<file path="src/rtl/pci_pkg.sv">
// Shared definitions for the PCI initiator: FSM state encoding, bus active levels, defaults.
package pci_pkg;

    typedef enum logic [2:0] {
        S_IDLE,
        S_REQ_WAIT,
        S_ADDR,
        S_DATA,
        S_ABORT,
        S_TURN
    } state_t;

    // PCI control lines are active low
    localparam logic ASSERTED = 1'b0;
    localparam logic RELEASED = 1'b1;

    localparam int DEF_LEN_W          = 4;
    localparam int DEF_DEVSEL_TIMEOUT = 5;

endpackage

</file>
<file path="src/rtl/pci_bus_requester_if.sv">
// PCI arbitration and framing lines seen by one initiator (all active low, 1 = released).
interface pci_bus_requester_if;

    logic GNT;
    logic FRAME_in;
    logic IRDY_in;
    logic TRDY;
    logic DEVSEL;
    logic REQ;
    logic FRAME;
    logic IRDY;

    modport master (
        input  GNT, FRAME_in, IRDY_in, TRDY, DEVSEL,
        output REQ, FRAME, IRDY
    );

    modport slave (
        output GNT, FRAME_in, IRDY_in, TRDY, DEVSEL,
        input  REQ, FRAME, IRDY
    );

endinterface

</file>
<file path="src/rtl/pci_bus_requester.sv">
// PCI initiator: requests the bus, frames address + N data phases, master-aborts on DEVSEL timeout.
// Latency: REQ one edge after start, FRAME one edge after qualified grant; all outputs registered.
// Backpressure: TRDY high stretches a data phase indefinitely; start is ignored unless IDLE.
module pci_bus_requester
    import pci_pkg::*;
#(
    parameter int LEN_W          = DEF_LEN_W,
    parameter int DEVSEL_TIMEOUT = DEF_DEVSEL_TIMEOUT
) (
    input  logic                 clk,
    input  logic                 rst_n,
    pci_bus_requester_if.master  bus,
    input  logic                 start,
    input  logic [LEN_W-1:0]     length,
    output logic                 busy,
    output logic                 xfer,
    output logic                 done,
    output logic                 abort,
    output logic [LEN_W-1:0]     remaining
);

    localparam int CNT_W = $clog2(DEVSEL_TIMEOUT + 1);

    state_t             state, state_nx;
    logic [LEN_W-1:0]   rem_nx;
    logic [CNT_W-1:0]   dev_cnt, dev_cnt_nx;
    logic               claimed, claimed_nx;
    logic               req_q, frame_q, irdy_q;
    logic               req_nx, frame_nx, irdy_nx;
    logic               busy_nx, xfer_nx, done_nx, abort_nx;
    logic               bus_idle;

    assign bus_idle  = (bus.FRAME_in == RELEASED) && (bus.IRDY_in == RELEASED);
    assign bus.REQ   = req_q;
    assign bus.FRAME = frame_q;
    assign bus.IRDY  = irdy_q;

    always_ff @(posedge clk or negedge rst_n) begin
        if (!rst_n) begin
            state     <= S_IDLE;
            remaining <= '0;
            dev_cnt   <= '0;
            claimed   <= 1'b0;
            req_q     <= RELEASED;
            frame_q   <= RELEASED;
            irdy_q    <= RELEASED;
            busy      <= 1'b0;
            xfer      <= 1'b0;
            done      <= 1'b0;
            abort     <= 1'b0;
        end else begin
            state     <= state_nx;
            remaining <= rem_nx;
            dev_cnt   <= dev_cnt_nx;
            claimed   <= claimed_nx;
            req_q     <= req_nx;
            frame_q   <= frame_nx;
            irdy_q    <= irdy_nx;
            busy      <= busy_nx;
            xfer      <= xfer_nx;
            done      <= done_nx;
            abort     <= abort_nx;
        end
    end

    always_comb begin
        state_nx   = state;
        rem_nx     = remaining;
        dev_cnt_nx = dev_cnt;
        claimed_nx = claimed;
        xfer_nx    = 1'b0;
        abort_nx   = abort;

        case (state)
            S_IDLE: begin
                if (start && (length != '0)) begin
                    rem_nx   = length;
                    abort_nx = 1'b0;
                    state_nx = S_REQ_WAIT;
                end
            end
            S_REQ_WAIT: begin
                if ((bus.GNT == ASSERTED) && bus_idle)
                    state_nx = S_ADDR;
            end
            S_ADDR: begin
                dev_cnt_nx = '0;
                claimed_nx = 1'b0;
                state_nx   = S_DATA;
            end
            S_DATA: begin
                if (bus.DEVSEL == ASSERTED) begin
                    // once claimed, the timeout is dead for the rest of the transfer
                    claimed_nx = 1'b1;
                    if (bus.TRDY == ASSERTED) begin
                        xfer_nx = 1'b1;
                        rem_nx  = remaining - LEN_W'(1);
                        if (remaining == LEN_W'(1))
                            state_nx = S_TURN;
                    end
                end else if (!claimed) begin
                    dev_cnt_nx = dev_cnt + CNT_W'(1);
                    if (dev_cnt_nx == CNT_W'(DEVSEL_TIMEOUT)) begin
                        abort_nx = 1'b1;
                        state_nx = S_ABORT;
                    end
                end
            end
            S_ABORT: state_nx = S_TURN;
            S_TURN:  state_nx = S_IDLE;
            default: state_nx = S_IDLE;
        endcase

        // outputs are decoded from the next state so they come straight out of flops
        req_nx   = (state_nx == S_REQ_WAIT) ? ASSERTED : RELEASED;
        frame_nx = ((state_nx == S_ADDR) ||
                    ((state_nx == S_DATA) && (rem_nx > LEN_W'(1)))) ? ASSERTED : RELEASED;
        irdy_nx  = ((state_nx == S_DATA) || (state_nx == S_ABORT)) ? ASSERTED : RELEASED;
        busy_nx  = (state_nx != S_IDLE);
        done_nx  = (state_nx == S_TURN);
    end

endmodule

</file>
<file path="src/flat_wrapper.sv">
// flat-port wrapper written by rule: the top's interface ports become plain ports
module pci_bus_requester_flat import pci_pkg::*;
#(
    parameter int LEN_W          = DEF_LEN_W,
    parameter int DEVSEL_TIMEOUT = DEF_DEVSEL_TIMEOUT
)
  (clk, rst_n, start, length, busy, xfer, done, abort, remaining, bus_GNT, bus_FRAME_in, bus_IRDY_in, bus_TRDY, bus_DEVSEL, bus_REQ, bus_FRAME, bus_IRDY);
  pci_bus_requester_if bus_i ();
  input  logic clk;
  input  logic rst_n;
  input  logic start;
  input  logic [LEN_W-1:0] length;
  output logic busy;
  output logic xfer;
  output logic done;
  output logic abort;
  output logic [LEN_W-1:0] remaining;
  input wire logic [$bits(bus_i.GNT)-1:0] bus_GNT;
  input wire logic [$bits(bus_i.FRAME_in)-1:0] bus_FRAME_in;
  input wire logic [$bits(bus_i.IRDY_in)-1:0] bus_IRDY_in;
  input wire logic [$bits(bus_i.TRDY)-1:0] bus_TRDY;
  input wire logic [$bits(bus_i.DEVSEL)-1:0] bus_DEVSEL;
  output wire logic [$bits(bus_i.REQ)-1:0] bus_REQ;
  output wire logic [$bits(bus_i.FRAME)-1:0] bus_FRAME;
  output wire logic [$bits(bus_i.IRDY)-1:0] bus_IRDY;
  assign bus_i.GNT = bus_GNT;
  assign bus_i.FRAME_in = bus_FRAME_in;
  assign bus_i.IRDY_in = bus_IRDY_in;
  assign bus_i.TRDY = bus_TRDY;
  assign bus_i.DEVSEL = bus_DEVSEL;
  assign bus_REQ = bus_i.REQ;
  assign bus_FRAME = bus_i.FRAME;
  assign bus_IRDY = bus_i.IRDY;
  pci_bus_requester #(.LEN_W(LEN_W), .DEVSEL_TIMEOUT(DEVSEL_TIMEOUT)) u_core (.clk(clk), .rst_n(rst_n), .bus(bus_i), .start(start), .length(length), .busy(busy), .xfer(xfer), .done(done), .abort(abort), .remaining(remaining));
endmodule
</file>
<file path="config.mk">
export PLATFORM = sky130hd
export DESIGN_NAME = pci_bus_requester_flat
export DESIGN_NICKNAME = d
export VERILOG_FILES = /design/src/rtl/pci_pkg.sv /design/src/rtl/pci_bus_requester_if.sv /design/src/rtl/pci_bus_requester.sv /design/src/flat_wrapper.sv
export SDC_FILE = /design/constraint.sdc
export NUM_CORES = 1
export LEC_CHECK = 0
export CAP_MARGIN = 0
export CORE_MARGIN = 4
export CORE_UTILIZATION = 49
export DETAILED_ROUTE_END_ITERATION = 10
export HOLD_SLACK_MARGIN = 0.02
export PLACE_DENSITY = 0.85
export SLEW_MARGIN = 20
export SYNTH_ARGS = -nofsm -noshare
export SYNTH_HDL_FRONTEND = slang
export SYNTH_SLANG_ARGS = --single-unit
</file>
<file path="constraint.sdc">
create_clock -name clk -period 2 [get_ports clk]
set_input_delay 0.3 -clock clk [delete_from_list [all_inputs] [get_ports clk]]
set_output_delay 0.3 -clock clk [all_outputs]
set_load 0.005 [all_outputs]
</file>
== Yosys cells after proc, flatten, opt, wreduce, memory -nomap -nowiden ==
Index checks and enable logic that the tools add are counted.

* Register bits after elaboration: 18

* $add $sub $neg: 2
* $lt $le $gt $ge: 1
* Eq/ne operators: 16
* Mux-type cells: 28
* Bitwise operators: 1
* Reduce and logical (&&, ||, !) cells: 14

{| class="wikitable"
|+ Operators by type and width
! kind !! number
|-
| 3-bit 2-to-1 mux || 9
|-
| 3-bit case mux with 5 select lines || 1
|-
| 3-bit by 2-bit == test with 1-bit output, second input constant || 4
|-
| 3-bit == test, second input constant || 4
|-
| 4-bit 2-to-1 mux || 3
|-
| 1-bit 2-to-1 mux || 11
|-
| 4-bit case mux with 2 select lines || 1
|-
| 3-bit by 1-bit == test with 1-bit output, second input constant || 2
|-
| 2-bit inequality test, second input constant || 3
|-
| 3-bit case mux with 2 select lines || 1
|-
| 5-bit AND reduction || 1
|-
| 4-bit by 1-bit == test with 1-bit output, second input constant || 1
|-
| 4-bit by 1-bit greater-than comparator with 1-bit output, second input constant || 1
|-
| 1-bit logical AND || 4
|-
| 2-bit by 1-bit inequality test with 1-bit output, second input constant || 2
|-
| 1-bit case mux with 2 select lines || 2
|-
| 2-bit nonzero test || 2
|-
| 4-bit nonzero test || 1
|-
| 4-bit by 1-bit subtractor with 4-bit output, second input constant || 1
|-
| 3-bit by 1-bit adder with 3-bit output, second input constant || 1
|-
| 3-bit logical NOT || 1
|-
| 3-bit AND reduction || 1
|-
| 3-bit nonzero test || 1
|-
| 1-bit logical OR || 2
|-
| other kinds (2) || 2
|}

== Logic depth before layout (Yosys ltp) ==
* Word-level depth: 10
* Depth in mapped cells: 7
* Mapped depth without buffers: 7

== Worst setup path after synthesis ==
No wires, ideal clock.

* Kind: register -> register
* Start point: reg u_core.remaining[1]
* End point: reg u_core.frame_q (netlist: u_core.bus.FRAME)
* Arrival: 1.620 ns
* Path slack: 0.302 ns
* Cell stages (with the launch flop): 7
* Buffers on the path: 0
* Clock period less this slack: 1.698 ns
* Path through: dfrtp_1 -> inv_1 -> ha_1 -> or4_1 -> o311ai_4 -> nor2_1 -> a31o_1

* Elaborated cells between the ends (all ways): 16
* Those cells by class: add/sub: 1; order compare: 1; eq/ne: 3; mux: 9; reduce/logical: 2

{| class="wikitable"
|+ RTL lines
! item !! RTL line !! source
|-
| from (decl) || pci_bus_requester.sv:19 || <nowiki>output logic [LEN_W-1:0] remaining</nowiki>
|-
| from (signal assigned) || pci_bus_requester.sv:53 || <nowiki>remaining <= rem_nx;</nowiki>
|-
| 4-bit by 1-bit subtractor with 4-bit output || pci_bus_requester.sv:97 || <nowiki>rem_nx = remaining - LEN_W'(1);</nowiki>
|-
| 4-bit 2-to-1 mux || pci_bus_requester.sv:95 || <nowiki>if (bus.TRDY == ASSERTED) begin</nowiki>
|-
| 4-bit 2-to-1 mux || pci_bus_requester.sv:92 || <nowiki>if (bus.DEVSEL == ASSERTED) begin</nowiki>
|-
| 4-bit case mux with 2 select lines * || pci_bus_requester.sv:74 || <nowiki>case (state)</nowiki>
|-
| via u_core.rem_nx[1] || pci_bus_requester.sv:25 || <nowiki>logic [LEN_W-1:0] rem_nx;</nowiki>
|-
| 4-bit by 1-bit greater-than comparator with 1-bit output * || pci_bus_requester.sv:117 || <nowiki>((state_nx == S_DATA) && (rem_nx > LEN_W'(1)))) ? ASSERTED : RELEASED;</nowiki>
|-
| 1-bit logical AND * || pci_bus_requester.sv:117 ||
|-
| 1-bit logical OR * || pci_bus_requester.sv:116 || <nowiki>frame_nx = ((state_nx == S_ADDR) ||</nowiki>
|-
| 1-bit 2-to-1 mux * || pci_bus_requester.sv:117 ||
|-
| via u_core.frame_nx || pci_bus_requester.sv:29 || <nowiki>logic req_nx, frame_nx, irdy_nx;</nowiki>
|-
| to (signal assigned) || pci_bus_requester.sv:57 || <nowiki>frame_q <= frame_nx;</nowiki>
|-
| to (decl) || pci_bus_requester.sv:28 || <nowiki>logic req_q, frame_q, irdy_q;</nowiki>
|}

Mark *: on every way through the listed nets, which the timed path passes. The rest lies on a longest branch.
A chain may end at the register's enable or synchronous reset.

== Worst setup path in the final report ==
* Start point: reg u_core.state[1]
* End point: reg u_core.frame_q (netlist: u_core.bus.FRAME)

* Word-level cells in the longest chain between the ends: 8
* Elaborated cells between the ends (all ways): 20
* Those cells by class: order compare: 1; eq/ne: 6; mux: 10; reduce/logical: 3

{| class="wikitable"
|+ RTL lines
! item !! RTL line !! source
|-
| from (decl) || pci_bus_requester.sv:24 || <nowiki>state_t state, state_nx;</nowiki>
|-
| from (signal assigned) || pci_bus_requester.sv:52 || <nowiki>state <= state_nx;</nowiki>
|-
| 3-bit 2-to-1 mux (on tied branches) || pci_bus_requester.sv:98, pci_bus_requester.sv:103 ||
|-
| 3-bit 2-to-1 mux (on tied branches) || pci_bus_requester.sv:95, pci_bus_requester.sv:101 ||
|-
| 3-bit 2-to-1 mux || pci_bus_requester.sv:92 ||
|-
| 3-bit case mux with 5 select lines || pci_bus_requester.sv:74 ||
|-
| 3-bit by 2-bit == test with 1-bit output || pci_bus_requester.sv:117 ||
|-
| 1-bit logical AND || pci_bus_requester.sv:117 ||
|-
| 1-bit logical OR * || pci_bus_requester.sv:116 ||
|-
| 1-bit 2-to-1 mux * || pci_bus_requester.sv:117 ||
|-
| via u_core.frame_nx || pci_bus_requester.sv:29 ||
|}

Marks and branches as above.

==> impl_results.md <==
- Residual DRC: 0
- Lkg Pwr: ~0.0006 uW
- Core footprint: ~2000 um^2
- Clock tree sinks: 18
- Worst IR Drop VDD: a little under 0.001 V
- Number of hold buffers added after cts: 0
- PD cells: about 1600 nW/um^2
- Initial core utilization: about 52%
- Clk_lat worst skew: 290 ps
- Num CTS Buffers: 3
- GP Congestion: 0.935
- Area of the multi-input gates: roughly 530 um^2
- Period utilization: 95.0%
- Ports: 23
- Worst R2R Setup Slack: roughly 100 ps
- Vias in the first global route: ~860
- CTS tree: built
- Min cycle time layout: between 1500 and 2000 ps
- Share of layout cells above drive strength 1: 22.7%
- Required @ worst endpoint: 2240 ps
- Largest net degree at the start of global routing: 19
- Vias per inst: roughly 5.6
- Max Clock Skew: 2.72 ps
- Main area contributors after synthesis: dfrtp_1 36%, dfstp_2 7.6%, ha_1 4.8%
- Crit-path max FO: 11
- Synth warn: 0
- Status: completed
- CTS Root Cell: clkbuf_4
- WL per Instance: between 15 and 20 um
- FMAX: 0.526 GHz
- R2R Path Start: u_core.state[1]
- Hold_ws: around 320 ps
- Diodes inserted: 0
- Worst Hold Class: in -> async
- Synth unique cells: 42
- Final Max Tran Viols: 0
- H-tree depth: 1
- Reg2Reg Depth: 5
- DRT Wirelength: about 2400 um
- Chip width: roughly 54 um
- Sequential cell area: 454 um^2
- Nets: approximately 150
- CP Capture Type: flip-flop
- Final antenna-violating net count: 0
- Remaining Overflow, GRT: 0
- Final worst setup slack: between 90 and 100 ps
- CP Launch Type: flip-flop
- Most frequent cells in the layout: 22 x clkdlybuf4s50_1, 15 x dfrtp_1, 11 x nor2_1
- Cell Rows: 16
- RSZ-0062 raised after global routing: no
- Synth Flop Type: dfrtp_1
- Post-DP HPWL: between 1500 and 2000 um
- WP data arrival: roughly 2100 ps
- Post-CTS setup buffer count: 0
- GRT Total Usage: approximately 19%
- Worst r2r dst: u_core.bus.FRAME
- Crit path kind: reg -> reg
- Post-synthesis sequential area ratio: 43.9%
- Clk slew on worst S/H paths: about 100 ps
- Commonest non-fill, non-tap cell in the layout: clkdlybuf4s50_1
- Worst-Margin Slew: approximately 430 ps
- Synth top area share: between 30% and 40%
- Setup violators final: 0
- Post-synth EDFFs: 0
- Tot Pwr: between 2000 and 2500 uW
- Synthesized flop and latch total: 18
- P&R area growth vs syn: 34.9%
- Dpl ws: -94.5 ps
- Die ar.: a little under 3000 um^2
- Routed via count: around 900
- Number of max-cap violations: 0
- I/O Buffers: 22
- Worst slew margin: 71.2%
- Post-Syn Nets: between 100 and 150
- DIE HEIGHT: between 50 and 60 um
- Synth Area per Inst: ~10 um^2
- Global-route wire length before repair: ~4000 um
- Yosys top cell by area: dfrtp_1
- DR iter-0 viols: 51
- Initial antenna violation count: 0
- Netlist Area Pre-Place: between 1000 and 1500 um^2
- Drt pass-1 iters: 4
- Post-synth ARST share: 100%
- Syn Inst Count: 99
- Fillcell total: around 150
- Clock buffer depth: 2
- Final hold viol count: 0
## cell type report
class / instances / share of cell area (%)
Tap cell: 27 / 2.42
Sequential cell: 18 / 32.6
Multi-Input combinational cell: 69 / 37.9
Inverter: 9 / 2.42
Clock buffer: 4 / 2.60
Timing Repair Buffer: 32 / 22.1
## worst max path at each step
stage,startpoint,to,slack (ps),depth (start not counted)
finish,u_core.state[1],u_core.bus.FRAME,100,5
global route,u_core.dev_cnt[1],u_core.busy,5,7
CTS,u_core.dev_cnt[1],u_core.bus.IRDY,20,7
detailed placement,length[1],u_core.bus.IRDY,-90,5
global placement,length[1],u_core.bus.IRDY,-70,5
floorplan,u_core.remaining[1],u_core.bus.FRAME,300,6
## cell families (layout without fill, tap and decap cells)
family,after synthesis,count (layout),share of synthesized area (%)
compound gates,26,26,21.1
simple gates,35,35,21.2
flops,18,18,43.9
buf+inv,12,45,5.57
fa+ha+maj,4,4,4.84
xor+xnor,4,4,3.39
## through the flow
step | std cells | setup TNS [ps] | instance area, um^2 | utilization (%)
2_1_floorplan | 99 | 0 | 1030 | -
3_3_place_gp | 155 | -137 | 1350 | 68.2
3_5_place_dp | 155 | -215 | 1350 | 68.2
4_1_cts | 159 | 0 | 1390 | 70.0
5_1_grt | 159 | 0 | 1390 | 70.3
6_report | 159 | 0 | 1390 | 70.3
## power breakdown
part | internal, uW | switching (uW)
combinational | 685 | 561
clock | 111 | 111
sequential | 543 | 160
## routing by layer
layer / global-route usage (%) / vias up / part of all wire, %
li1: - / 421 / -
met1: 23.6 / 421 / 42
met2: 31.7 / 37 / 50
met3: 4.43 / 4 / 7.0
met4: 8.94 / 0 / 1.3
met5: 0 / - / 0
## synth_stat cells (2+ instances only)
master	instances
a21oi_1	6
a22o_1	3
dfrtp_1	15
dfstp_2	3
ha_1	4
inv_1	8
nand2_1	7
nand2b_1	2
nor2_1	11
nor4_1	2
o21ai_1	4
xnor2_1	4
## repair_timing
action / 4_1_cts / 5_1_grt
endpoints found under the setup margin: 0 / 4
hold endpoints to repair: 0 / 0
resized for setup: 0 / 1
## state kept, by name, summed over array words and instances, names as in the netlist
register,cells
u_core.claimed,1
u_core.bus.FRAME,1
u_core.dev_cnt,3
u_core.done,1
u_core.remaining,4
u_core.abort,1
u_core.bus.REQ,1
u_core.xfer,1
u_core.busy,1
u_core.state,3
u_core.bus.IRDY,1
## worst max-delay path, cell delays in order (launching register included)
cell and delay, ps:
dfrtp_1 540, nor4b_4 370, and2_4 240, nor2_1 60, a221oi_1 410, a31o_1 230
Note: power is estimated with default switching activity, not from simulation.
